$ cat src/rtl/picoblaze_uart_tx.sv
// Port-mapped 8N1 UART transmitter for the Picoblaze I/O bus: data writes are
// queued in a circular FIFO and serialised on TX_OUT; a status byte is readable for polling.
module picoblaze_uart_tx #(
    parameter int          CLK_HZ      = 100_000_000,
    parameter int          BAUD        = 115200,
    parameter logic [7:0]  DATA_PORT   = 8'h01,
    parameter logic [7:0]  STATUS_PORT = 8'h02,
    parameter int          FIFO_DEPTH  = 16
) (
    input  logic       CLK_IN,
    input  logic       RESET_IN,
    input  logic [7:0] PORT_ID,
    input  logic [7:0] OUT_PORT,
    input  logic       WRITE_STROBE,
    input  logic       READ_STROBE,
    output logic [7:0] IN_PORT,
    output logic       TX_OUT,
    output logic       TX_BUSY
);

    localparam int DIV   = (CLK_HZ + BAUD / 2) / BAUD;
    localparam int CNT_W = (DIV > 1) ? $clog2(DIV) : 1;
    localparam int PTR_W = $clog2(FIFO_DEPTH);

    localparam logic [CNT_W-1:0] BAUD_LAST = CNT_W'(DIV - 1);
    localparam logic [CNT_W-1:0] BAUD_ONE  = CNT_W'(1);
    localparam logic [PTR_W:0]   DEPTH_C   = (PTR_W + 1)'(FIFO_DEPTH);
    localparam logic [PTR_W:0]   COUNT_ONE = (PTR_W + 1)'(1);
    localparam logic [PTR_W-1:0] PTR_ONE   = PTR_W'(1);

    typedef enum logic [1:0] {IDLE, START, DATA, STOP} state_t;

    logic [7:0]       mem [FIFO_DEPTH];
    logic [PTR_W-1:0] wr_ptr_reg, rd_ptr_reg;
    logic [PTR_W:0]   count_reg, count_next;
    logic             overflow_reg;
    logic             pending_reg;
    logic             busy_reg;
    logic [7:0]       in_port_reg, in_port_next;

    state_t           state_reg, state_next;
    logic [CNT_W-1:0] baud_reg, baud_next;
    logic [2:0]       bit_idx_reg, bit_idx_next;
    logic [7:0]       shift_reg, shift_next;
    logic             tx_reg, tx_next;
    logic             pop;

    logic             full, empty_now, wr_data, push, ovf_set, ovf_clr, baud_done;
    logic [3:0]       cnt_sat;
    logic             unused_read_strobe;

    // The status read is side-effect free, so the read qualifier is not needed.
    assign unused_read_strobe = READ_STROBE;

    assign full      = (count_reg == DEPTH_C);
    assign empty_now = (count_reg == '0);
    assign wr_data   = WRITE_STROBE && (PORT_ID == DATA_PORT);
    assign push      = wr_data && !full;
    assign ovf_set   = wr_data && full;
    assign ovf_clr   = WRITE_STROBE && (PORT_ID == STATUS_PORT) && OUT_PORT[0];
    assign baud_done = (baud_reg == BAUD_LAST);

    always_comb begin
        count_next = count_reg;
        case ({push, pop})
            2'b10:   count_next = count_reg + COUNT_ONE;
            2'b01:   count_next = count_reg - COUNT_ONE;
            default: count_next = count_reg;
        endcase
    end

    always_comb begin
        cnt_sat = 4'(count_reg);
        if (int'(count_reg) > 15) begin
            cnt_sat = 4'hF;
        end
        in_port_next = 8'h00;
        if (PORT_ID == STATUS_PORT) begin
            in_port_next = {cnt_sat, overflow_reg, busy_reg, full, empty_now};
        end
    end

    // The FSM looks at a registered copy of "FIFO has data", which sets the
    // two-edge write-to-start-bit latency and keeps the pop path short.
    always_comb begin
        state_next   = state_reg;
        baud_next    = baud_reg;
        bit_idx_next = bit_idx_reg;
        shift_next   = shift_reg;
        tx_next      = tx_reg;
        pop          = 1'b0;
        case (state_reg)
            IDLE: begin
                tx_next = 1'b1;
                if (pending_reg) begin
                    pop        = 1'b1;
                    shift_next = mem[rd_ptr_reg];
                    state_next = START;
                    baud_next  = '0;
                    tx_next    = 1'b0;
                end
            end
            START: begin
                tx_next = 1'b0;
                if (baud_done) begin
                    baud_next    = '0;
                    bit_idx_next = 3'd0;
                    state_next   = DATA;
                    tx_next      = shift_reg[0];
                end else begin
                    baud_next = baud_reg + BAUD_ONE;
                end
            end
            DATA: begin
                tx_next = shift_reg[0];
                if (baud_done) begin
                    baud_next  = '0;
                    shift_next = {1'b0, shift_reg[7:1]};
                    if (bit_idx_reg == 3'd7) begin
                        state_next = STOP;
                        tx_next    = 1'b1;
                    end else begin
                        bit_idx_next = bit_idx_reg + 3'd1;
                        tx_next      = shift_reg[1];
                    end
                end else begin
                    baud_next = baud_reg + BAUD_ONE;
                end
            end
            STOP: begin
                tx_next = 1'b1;
                if (baud_done) begin
                    baud_next  = '0;
                    state_next = IDLE;
                end else begin
                    baud_next = baud_reg + BAUD_ONE;
                end
            end
            default: begin
                state_next = IDLE;
                tx_next    = 1'b1;
            end
        endcase
    end

    always_ff @(posedge CLK_IN) begin
        if (push) begin
            mem[wr_ptr_reg] <= OUT_PORT;
        end
    end

    always_ff @(posedge CLK_IN) begin
        if (RESET_IN) begin
            wr_ptr_reg   <= '0;
            rd_ptr_reg   <= '0;
            count_reg    <= '0;
            overflow_reg <= 1'b0;
            pending_reg  <= 1'b0;
            busy_reg     <= 1'b0;
            in_port_reg  <= 8'h00;
            state_reg    <= IDLE;
            baud_reg     <= '0;
            bit_idx_reg  <= 3'd0;
            shift_reg    <= 8'h00;
            tx_reg       <= 1'b1;
        end else begin
            if (push) begin
                wr_ptr_reg <= wr_ptr_reg + PTR_ONE;
            end
            if (pop) begin
                rd_ptr_reg <= rd_ptr_reg + PTR_ONE;
            end
            count_reg <= count_next;
            if (ovf_set) begin
                overflow_reg <= 1'b1;
            end else if (ovf_clr) begin
                overflow_reg <= 1'b0;
            end
            pending_reg  <= !empty_now;
            busy_reg     <= (state_next != IDLE) || (count_next != '0);
            in_port_reg  <= in_port_next;
            state_reg    <= state_next;
            baud_reg     <= baud_next;
            bit_idx_reg  <= bit_idx_next;
            shift_reg    <= shift_next;
            tx_reg       <= tx_next;
        end
    end

    assign IN_PORT = in_port_reg;
    assign TX_OUT  = tx_reg;
    assign TX_BUSY = busy_reg;

endmodule

$ cat config.mk
export PLATFORM = sky130hd
export DESIGN_NAME = picoblaze_uart_tx
export DESIGN_NICKNAME = d
export VERILOG_FILES = /design/src/rtl/picoblaze_uart_tx.sv
export SDC_FILE = /design/constraint.sdc
export NUM_CORES = 1
export LEC_CHECK = 0
export BUFFER_PORTS_ARGS = -buffer_cell sky130_fd_sc_hd__buf_2
export CAP_MARGIN = 20
export CORE_AREA = 2 2 124 126
export CTS_CLUSTER_SIZE = 10
export DETAILED_ROUTE_END_ITERATION = 6
export DIE_AREA = 0 0 126 128
export GPL_ROUTABILITY_DRIVEN = 0
export PLACE_DENSITY = 0.67
export SKIP_LAST_GASP = 1
export SLEW_MARGIN = 20
export SYNTH_ARGS = -nofsm -noshare
export SYNTH_HDL_FRONTEND = slang
export SYNTH_SLANG_ARGS = --single-unit
export TNS_END_PERCENT = 10
$ cat constraint.sdc
create_clock -name CLK_IN -period 3.49 [get_ports CLK_IN]
set_clock_uncertainty 0.15 [all_clocks]
set_input_delay 0.349 -clock CLK_IN [delete_from_list [all_inputs] [get_ports CLK_IN]]
set_output_delay 0.349 -clock CLK_IN [all_outputs]
set_load 0.05 [all_outputs]
After elaboration in Yosys (flattened, before gate mapping):

Memory sizes are Yosys's and may differ from the RTL's. A register that Yosys moved wholly into a read port is not among the register bits.
Cells that the tools add are included.

* logic and storage cells: 85
* bits of input ports: 20
* RAM bits: 128
* memories: 1
* bits in registers: 48
* output and inout port bits: 10

Memories
* mem: depth 16, bits a word 8, rd ports 1, clocked after memory_dff 1, wr ports 1, line 33 `logic [7:0] mem [FIFO_DEPTH];`

* multiplexer cells: 31
* add/sub/neg operators: 6
* bitwise gates (word level): 1
* equality and inequality tests: 14
* reduce and logical (&&, ||, !) cells: 19
* $lt $le $gt $ge: 1

Operator list (count)
* 10-bit 2-to-1 mux: 2
* 10-bit one-hot mux with 2 select lines: 1
* 8-bit 2-to-1 mux: 2
* 8-bit one-hot mux with 2 select lines: 1
* 4-bit 2-to-1 mux: 3
* 10-bit by 1-bit adder with 10-bit output, second input constant: 1
* 10-bit equality test, second input constant: 1
* 1-bit 2-to-1 mux: 10
* 2-bit 2-to-1 mux: 5
* 5-bit one-hot mux with 2 select lines: 1
* 3-bit 2-to-1 mux: 3
* 4-bit by 1-bit adder with 4-bit output, second input constant: 2
* 8-bit by 1-bit equality test with 1-bit output, second input constant: 1
* 8-bit by 2-bit equality test with 1-bit output, second input constant: 1
* 2-bit != test, second input constant: 4
* 2-bit one-hot mux with 4 select lines: 1
* 2-bit nonzero test: 4
* 2-bit equality test, second input constant: 3
* 3-bit one-hot mux with 2 select lines: 1
* 5-bit by 1-bit adder with 5-bit output, second input constant: 1
* 5-bit equality test, second input constant: 1
* 5-bit by 4-bit greater-than comparator with 1-bit output, second input constant: 1
* 1-bit logical AND: 5
* 5-bit logical NOT: 1
* 14 further kinds: 16

Logic depth before layout (Yosys ltp):

Gate-level depths: netlist of run 1.

* depth after elaboration: 7
* gate-level depth with buffers: 15
* gate-level depth less buffers: 12

Worst setup path after synthesis of run 1:

Ideal clock, no wire load.

* path type: in2reg
* start point: input port PORT_ID[3]
* end point: register busy_reg, in the netlist TX_BUSY
* stages: 14
* setup time: 0.137 ns
* setup slack: 0.102 ns
* buffers on the path: 2
* data required time: 3.203 ns
* arrival time: 3.100 ns
* path through: or4_4 -> nor4_4 -> and2_1 -> buf_4 -> inv_1 -> ha_1 -> clkbuf_1 -> xor2_1 -> ha_1 -> nor3b_1 -> a2111oi_0 -> o21bai_1 -> xor2_1 -> a41oi_1

* cells in the longest elaborated chain, start to end: 7
* elaborated cells on any way between the ends: 8
* classes of those cells: 3 x eq/ne; 1 x mux; 4 x reduce/logical

Ends and longest elaborated chain
* from (decl): line 12 `input logic [7:0] PORT_ID,`
* 8-bit by 1-bit equality test with 1-bit output (*): line 57 `assign wr_data = WRITE_STROBE && (PORT_ID == DATA_PORT);`
* 1-bit logical AND (*): line 57
* 1-bit logical AND (*): line 58 `assign push = wr_data && !full;`
* 2-bit by 1-bit equality test with 1-bit output or 2-bit equality test (tied branches): line 65 `case ({push, pop})`
* 5-bit one-hot mux with 2 select lines (*): line 65
* 5-bit nonzero test (*): line 180 `busy_reg <= (state_next != IDLE) || (count_next != '0);`
* 1-bit logical OR (*): line 180
* to (signal assigned): line 180
* to (decl): line 38 `logic busy_reg;`

Every way passes the cells marked *; elsewhere a longest branch is shown, timed or not.
A chain may end at the register's enable or synchronous reset.

Worst setup path in the final report of run 1:

Ends and elaborated chain as after synthesis.

==> summary.md, run 1 <==
| Metric | Value |
|---|---|
| Count of final hold-check violations | `0` |
| Outcome | `completed` |
| H-Tree Depth | `4` |
| Maximum fanout along the worst path | `4` |
| Top library cells by usage in the layout, fill and taps aside | `edfxtp_1, dfxtp_1, nor2_1` |
| LEAKAGE | `between 2 and 3 nW` |
| Overall Global Routing Usage | `0.187` |
| Arrival @ worst endpoint | `between 3 and 4 ns` |
| Power Total | `between 4 and 5 mW` |
| Max frequency | `roughly 340 MHz` |
| Worst Hold Path EP | `mem[13][5]$_DFFE_PP_` |
| Endpoint class of the critical path | `flip-flop` |
| RSZ-0062 raised after global routing | `false` |
| Post-route setup TNS | `0 ns` |
| Post-detailed-placement half-perimeter wirelength | `slightly above 9 mm` |
| Slack of the worst reg-to-reg path | `0.54 ns` |
| Instance area after placement | `~7800 um2` |
| Count of yosys warnings during synthesis | `0` |
| Starting DRC count in detailed routing | `335` |
| CTS max path bufs | `2` |
| Post-Route WL | `~14 mm` |
| Post-cts repair resize count | `0` |
| Power density over the cells | `about 520 nW/um2` |
| Area of combinational cells with multiple inputs | `around 2300 um2` |
| Number of distinct library cells after synthesis | `52` |
| Global route hottest layer | `met2` |
| Post-place setup slack | `around 0.092 ns` |
| Clk Tree Root Cell | `clkbuf_16` |
| Fin area | `around 8400 um2` |
| Slowest cell on the critical path | `or4_4` |
| Die Width | `about 130 um` |
| First drt pass iteration count | `4` |
| Tightest Pin Transition | `about 0.78 ns` |
| Most common cell after layout, fill and taps aside | `edfxtp_1` |
| FF+latch count, synth | `180` |
| Number of diodes added for antenna fixing | `0` |
| Antenna violations before repair | `0` |
| Routed Antenna Nets | `0` |
| Top-level I/O count | `30` |
| Clock tree from TritonCTS | `built` |
| Wire length of the first global-routing pass | `roughly 22 mm` |
| Top_reg_cell synth | `edfxtp_1` |
| Path depth of the worst reg2reg path | `12` |
| Number of instances on the worst hold path | `1` |
| Syn_nets | `~500` |
| CP peak stage delay | `around 0.55 ns` |
| Fin worst setup slack | `between 0.5 and 0.6 ns` |
| Number of vias in the routed layout | `between 4000 and 5000` |
| Share of cells above drive strength 1 | `0.257` |
| Count of flip-flops with a built-in enable after synthesis | `about 130` |
| Vias in the first global route | `between 4000 and 5000` |
| Total die area | `approximately 16000 um2` |
| Destination of the worst register-to-register timing path | `TX_BUSY$_SDFF_PP0_` |
| Standard-cell row count | `45` |
| Count of unresolved DRC violations after routing | `0` |
| Layout area overhead | `14.9%` |
| Worst max-slew margin expressed relative to the limit | `0.481` |
| Core box area | `between 10000 and 15000 um2` |
| Max-slew violations | `0` |
| Worst Path Class, Setup | `input port to flip-flop` |
| Cells along the critical path | `buf_2 > or4_4 > nor4_4 > and2_1 > inv_1 > ha_1 > xor2_1 > ha_1 > nor3b_1 > a2111oi_0 > o21bai_1 > xor2_1 > a41oi_1` |
| Register area share after synthesis | `0.668` |
| Startpoint types | `input port` |
| Count of final setup violators | `0` |
| Worst-skew pair later-pin latency | `between 0.4 and 0.5 ns` |
| Pin count of the biggest net entering global routing | `between 40 and 50` |
| Clk sink count | `180` |
| Routed length per instance | `19.3 um` |
| Final clock period utilization by the worst path | `0.848` |
| Number of max-capacitance violations reported | `0` |
| Met1 Use GR | `0.245` |
| Initial cell density of the core | `0.492` |
| Number of buffers inserted during clock tree synthesis | `17` |
| Nets | `around 550` |
| Combined flip-flop and latch cell area | `4890 um2` |
| Count of buffers inserted at the top-level ports | `28` |
| Req. time, crit path | `3.61 ns` |
| Met2 routing resource usage after global routing | `0.309` |
| Hold/Removal Path Class | `input port to flip-flop` |
| Number of inserted filler cells in the final layout | `1194` |
| VDD IR max | `about 0.0006 V` |
| Number of flip-flops under the largest register name | `128` |
| Tmin final | `between 2 and 3 ns` |
| Global Route met3 Usage | `0.0501` |
| Worst-path clk slew | `~0.07 ns` |
| Global-route congestion overflow total | `0` |
| Async set-or-reset flop fraction in the synthesized netlist | `0` |
| Min-delay src | `OUT_PORT[5]` |
| Summed instance area of the synthesized netlist | `~7300 um2` |
| Via count normalized by instance count | `5.59` |
| Number of hold-repair buffers added at the cts stage | `0` |
| Gate count of the mapped netlist | `about 470` |
| Die outline height | `approximately 130 um` |
| R2r startpoint | `count_reg[0]$_SDFF_PP0_` |
| Per-instance average area after synthesis | `~15 um2` |
| Postcts setup bufs | `0` |
## per-stage QoR
step	std cells	hold slack [ns]	utilization
2_1_floorplan	472	0.273	-
3_3_place_gp	689	0.292	0.522
3_5_place_dp	689	0.306	0.522
4_1_cts	721	0.118	0.565
5_1_grt	721	0.139	0.565
6_report	721	0.137	0.565
## worst max-delay path, delay by kind of cell
kind	cells	cell delay, ns
xor gates and xnor gates	2	0.35
adders and majority gates	2	0.42
buffers and inverters	2	0.15
AOI/OAI and AO/OA	3	0.67
and+or+nand+nor	4	1.12
## synthesized netlist by cell type (6+ instances only)
cell	number	area share
edfxtp_1	128	0.53
dfxtp_1	52	0.14
nor2_1	43	0.022
mux4_2	40	0.12
nand2_1	20	0.010
a21oi_1	16	0.011
clkbuf_1	12	0.0062
ha_1	11	0.019
inv_1	10	0.0051
o21ai_0	10	0.0068
a22oi_1	8	0.0082
nand3_1	8	0.0055
xor2_1	8	0.0096
and3_1	7	0.0060
nand2b_1	7	0.0060
nor3_1	7	0.0048
nand4_1	6	0.0051
o21ai_1	6	0.0041
## where the power goes
| group | switching [mW] | internal, mW | total [mW] |
|---|---|---|---|
| combinational | 0.0354 | 0.0120 | 0.0474 |
| clock | 0.847 | 1.22 | 2.07 |
| sequential | 0.000908 | 2.28 | 2.28 |
## logic make-up after synthesis
family,after synthesis,share of synthesized area
xor gates and xnor gates,12,0.0144
adders and majority gates,11,0.0188
DFF,180,0.668
muxes,42,0.126
and+or+nand+nor,130,0.0969
buffers and inverters,36,0.0228
AOI/OAI and AO/OA,61,0.0529
## per-layer routing
metal | share of wire | vias to the layer above
met3 | 0.044 | 8
met5 | 0 | -
met2 | 0.50 | 86
met4 | 0.0080 | 0
met1 | 0.45 | 2027
li1 | - | 1911
## how the worst max path moves through the flow
stage,start,endpoint,depth (start not counted)
2_1_floorplan,PORT_ID[3],TX_BUSY$_SDFF_PP0_,14
3_3_place_gp,PORT_ID[3],TX_BUSY$_SDFF_PP0_,13
3_5_place_dp,PORT_ID[3],TX_BUSY$_SDFF_PP0_,13
4_1_cts,count_reg[0]$_SDFF_PP0_,TX_BUSY$_SDFF_PP0_,12
5_1_grt,count_reg[0]$_SDFF_PP0_,TX_BUSY$_SDFF_PP0_,12
6_report,PORT_ID[3],TX_BUSY$_SDFF_PP0_,13
## final cells by class
class / instances / area share
Sequential cell: 180 / 0.582
Multi-Input combinational cell: 256 / 0.269
Clock buffer: 18 / 0.0511
Timing Repair Buffer: 52 / 0.0396
Tap cell: 188 / 0.0280
Clock inverter: 14 / 0.0252
Inverter: 13 / 0.00581
No activity file was read; power rests on OpenSTA's default activity.
==> run 2: changes to the inputs <==
ABC_AREA = 1   (was unset)
CORE_AREA = 2 2 130 132   (was 2 2 124 126)
DIE_AREA = 0 0 132 134   (was 0 0 126 128)
PLACE_DENSITY = 0.64   (was 0.67)
clock period = 2.8 ns   (was 3.49 ns; I/O delays follow)
==> run 2 against run 1 <==
Against the previous run: core utilization down 0.69 points; cell count grew 59%; area after synthesis is 9.7% higher.
==> summary.md, run 2 <==
| Metric | Value |
|---|---|
| Sum of buffers and inverters on the critical path | `1` |
| Number of distinct library cells after synthesis | `38` |
| Postcts setup bufs | `0` |
| Post-Route WL | `17.2 mm` |
| Share of the synthesized area in compound gates (AO/OA/AOI/OAI) | `0.0396` |
| Clk Tree Root Cell | `clkbuf_16` |
| Maximum fanout along the worst path | `7` |
| Gate count of the mapped netlist | `872` |
| Vias in the first global route | `between 5000 and 6000` |
| Routed length per instance | `about 15 um` |
| LEAKAGE | `3.78 nW` |
| Top post-synthesis cells by count | `nand2_1, edfxtp_1, nand3_1` |
| Layout area overhead | `13.5%` |
| Path depth of the worst reg2reg path | `15` |
| Startpoint types | `flip-flop` |
| Slowest cell on the critical path | `dfxtp_1` |
| Syn_nets | `approximately 900` |
| CTS max path bufs | `2` |
| Count of final setup violators | `0` |
| Crit-path leading delay family | `simple AND/OR/NAND/NOR gates` |
| Number of vias in the routed layout | `5746` |
| Number of diodes added for antenna fixing | `0` |
| Pin count of the biggest net entering global routing | `62` |
| Count of unresolved DRC violations after routing | `0` |
| Cell count along the critical path | `15` |
| Per-instance average area after synthesis | `9.19 um2` |
| Fraction of post-synthesis cell area in the top cell type by area | `0.479` |
| Hold/Removal Path Class | `input port to flip-flop` |
| Tmin final | `around 2.5 ns` |
| Total die area | `17700 um2` |
| Standard-cell row count | `47` |
| Max frequency | `403 MHz` |
| Power Total | `6.80 mW` |
| Top-level I/O count | `30` |
| First element of the critical path | `count_reg[0]$_SDFF_PP0_` |
| Final clock period utilization by the worst path | `0.886` |
| H-Tree Depth | `4` |
| Share of cells above drive strength 1 | `0.130` |
| Post-detailed-placement half-perimeter wirelength | `10.9 mm` |
| Max-slew violations | `0` |
| Min-delay src | `WRITE_STROBE` |
| Global-route congestion overflow total | `0` |
| Adder-cell share of the synthesized area | `0.0172` |
| Number of inserted filler cells in the final layout | `1432` |
| First drt pass iteration count | `5` |
| Via count normalized by instance count | `between 5 and 6` |
| Starting DRC count in detailed routing | `between 400 and 500` |
| Worst Path Class, Setup | `flip-flop to flip-flop` |
| FF+latch count, synth | `180` |
| Top_reg_cell synth | `edfxtp_1` |
| Dominant combinational cell family by area after synthesis | `simple AND/OR/NAND/NOR gates` |
| Number of flip-flops under the largest register name | `128` |
| Number of buffers inserted during clock tree synthesis | `17` |
| Antenna violations before repair | `0` |
| VDD IR max | `about 0.0005 V` |
| Wire length of the first global-routing pass | `roughly 28 mm` |
| Count of final hold-check violations | `0` |
| Post-route setup TNS | `0 ns` |
| Tightest Pin Transition | `about 0.55 ns` |
| Number of max-capacitance violations reported | `0` |
| Power density over the cells | `747 nW/um2` |
| Nets | `roughly 940` |
| Area of combinational cells with multiple inputs | `between 2000 and 3000 um2` |
| Core box area | `approximately 16000 um2` |
| Async set-or-reset flop fraction in the synthesized netlist | `0` |
| R2r startpoint | `count_reg[0]$_SDFF_PP0_` |
| Req. time, crit path | `approximately 3.0 ns` |
| Most Frequent Cell on Critical Path | `nand2_1` |
| Count of buffers inserted at the top-level ports | `28` |
| Clk sink count | `180` |
| Final Core Density | `0.558` |
| Most common cell after layout, fill and taps aside | `nand2_1` |
| Outcome | `completed` |
| Register area share after synthesis | `0.609` |
| Worst Hold Slack | `~0.018 ns` |
| Number of instances on the worst hold path | `4` |
| Area share of xor/xnor cells in the synthesized design | `0.00546` |
| Die outline height | `roughly 130 um` |
| Post-synthesis simple-gate area fraction | `0.255` |
| Summed instance area of the synthesized netlist | `8020 um2` |
| Worst-skew pair later-pin latency | `0.43 ns` |
| Combined flip-flop and latch cell area | `between 4000 and 5000 um2` |
| CP peak stage delay | `roughly 0.37 ns` |
| Clock tree from TritonCTS | `built` |
| Overall Global Routing Usage | `0.206` |
| Endpoint class of the critical path | `flip-flop` |
| Cells along the critical path | `nor4_2 > nand2_1 > nand3_4 > ha_4 > nand2_1 > inv_1 > nor2_1 > ha_1 > o21a_1 > nor2_1 > nand3_1 > nor2_1 > nand2_1 > nand2_1 > nand3_1` |
| Count of flip-flops with a built-in enable after synthesis | `128` |
| Dominant cell by count in the synthesized netlist | `nand2_1` |
| Top library cells by usage in the layout, fill and taps aside | `nand2_1, edfxtp_1, nand3_1` |
| Worst-path clk slew | `around 0.07 ns` |
| Dominant cell type by area after synthesis | `edfxtp_1` |
| Dominant cells by area after synthesis | `edfxtp_1, dfxtp_1, nand2_1, nand3_1, inv_1` |
| Worst max-slew margin expressed relative to the limit | `0.636` |
| Arrival @ worst endpoint | `2.65 ns` |
| Initial cell density of the core | `0.492` |
| Die Width | `approximately 130 um` |
| Count of yosys warnings during synthesis | `0` |
| Multiplexer share of the synthesized area | `0` |
| Routed Antenna Nets | `0` |
run 2: path summary, 6_finish.rpt:
check | to | slack [ns]
setup reg to reg | TX_BUSY$_SDFF_PP0_ | 0.32
hold reg to reg | IN_PORT[3]$_SDFF_PP0_ | 0.29
setup / recovery | TX_BUSY$_SDFF_PP0_ | 0.32
hold / removal | overflow_reg$_SDFFE_PP0P_ | 0.02
run 2: logic make-up after synthesis:
group,count (synthesis)
and+or+nand+nor,474
DFF,180
adders and majority gates,11
xor gates and xnor gates,5
AOI/OAI and AO/OA,58
buffers and inverters,144
run 2: metrics by stage:
step,instance area (um2),cells,worst slack (ns)
global placement,8480,1114,0.145
finish,9090,1146,0.319
CTS,9070,1146,0.168
global route,9090,1146,-0.0129
detailed placement,8480,1114,0.107
floorplan,8020,872,0.323
run 2: timing repair:
item                       4_1_cts  5_1_grt
setup endpoints to repair        0        2
hold buffers                     0        0
resized for setup                0        3
run 2: tightest hold or removal path: cells and delay by family:
family / cells / cell delay, ns
and+or+nand+nor: 2 / 0.14
buffers and inverters: 1 / 0.08
AOI/OAI and AO/OA: 1 / 0.05
run 2: where the power goes:
| part | switching (mW) | total [mW] | internal [mW] | leakage (nW) |
|---|---|---|---|---|
| Combinational | 0.931 | 1.38 | 0.448 | 1.92 |
| Sequential | 0.103 | 3.04 | 2.94 | 1.57 |
| Clock | 1.09 | 2.38 | 1.29 | 0.291 |
run 2: layout make-up:
class | count | share of cell area
clock buffer | 18 | 0.0483
clock inverter | 14 | 0.0173
timing repair buffer | 56 | 0.0399
inverter | 110 | 0.0454
multi-input combinational | 548 | 0.282
sequential | 180 | 0.537
tap | 220 | 0.0303
run 2: layer usage:
| layer | GRT usage | vias up | routed length (um) |
|---|---|---|---|
| li1 | - | 2923 | - |
| met1 | 0.286 | 2622 | 8100 |
| met2 | 0.325 | 182 | 7670 |
| met3 | 0.0408 | 19 | 1120 |
| met4 | 0.0755 | 0 | 290 |
| met5 | 0 | - | 0 |
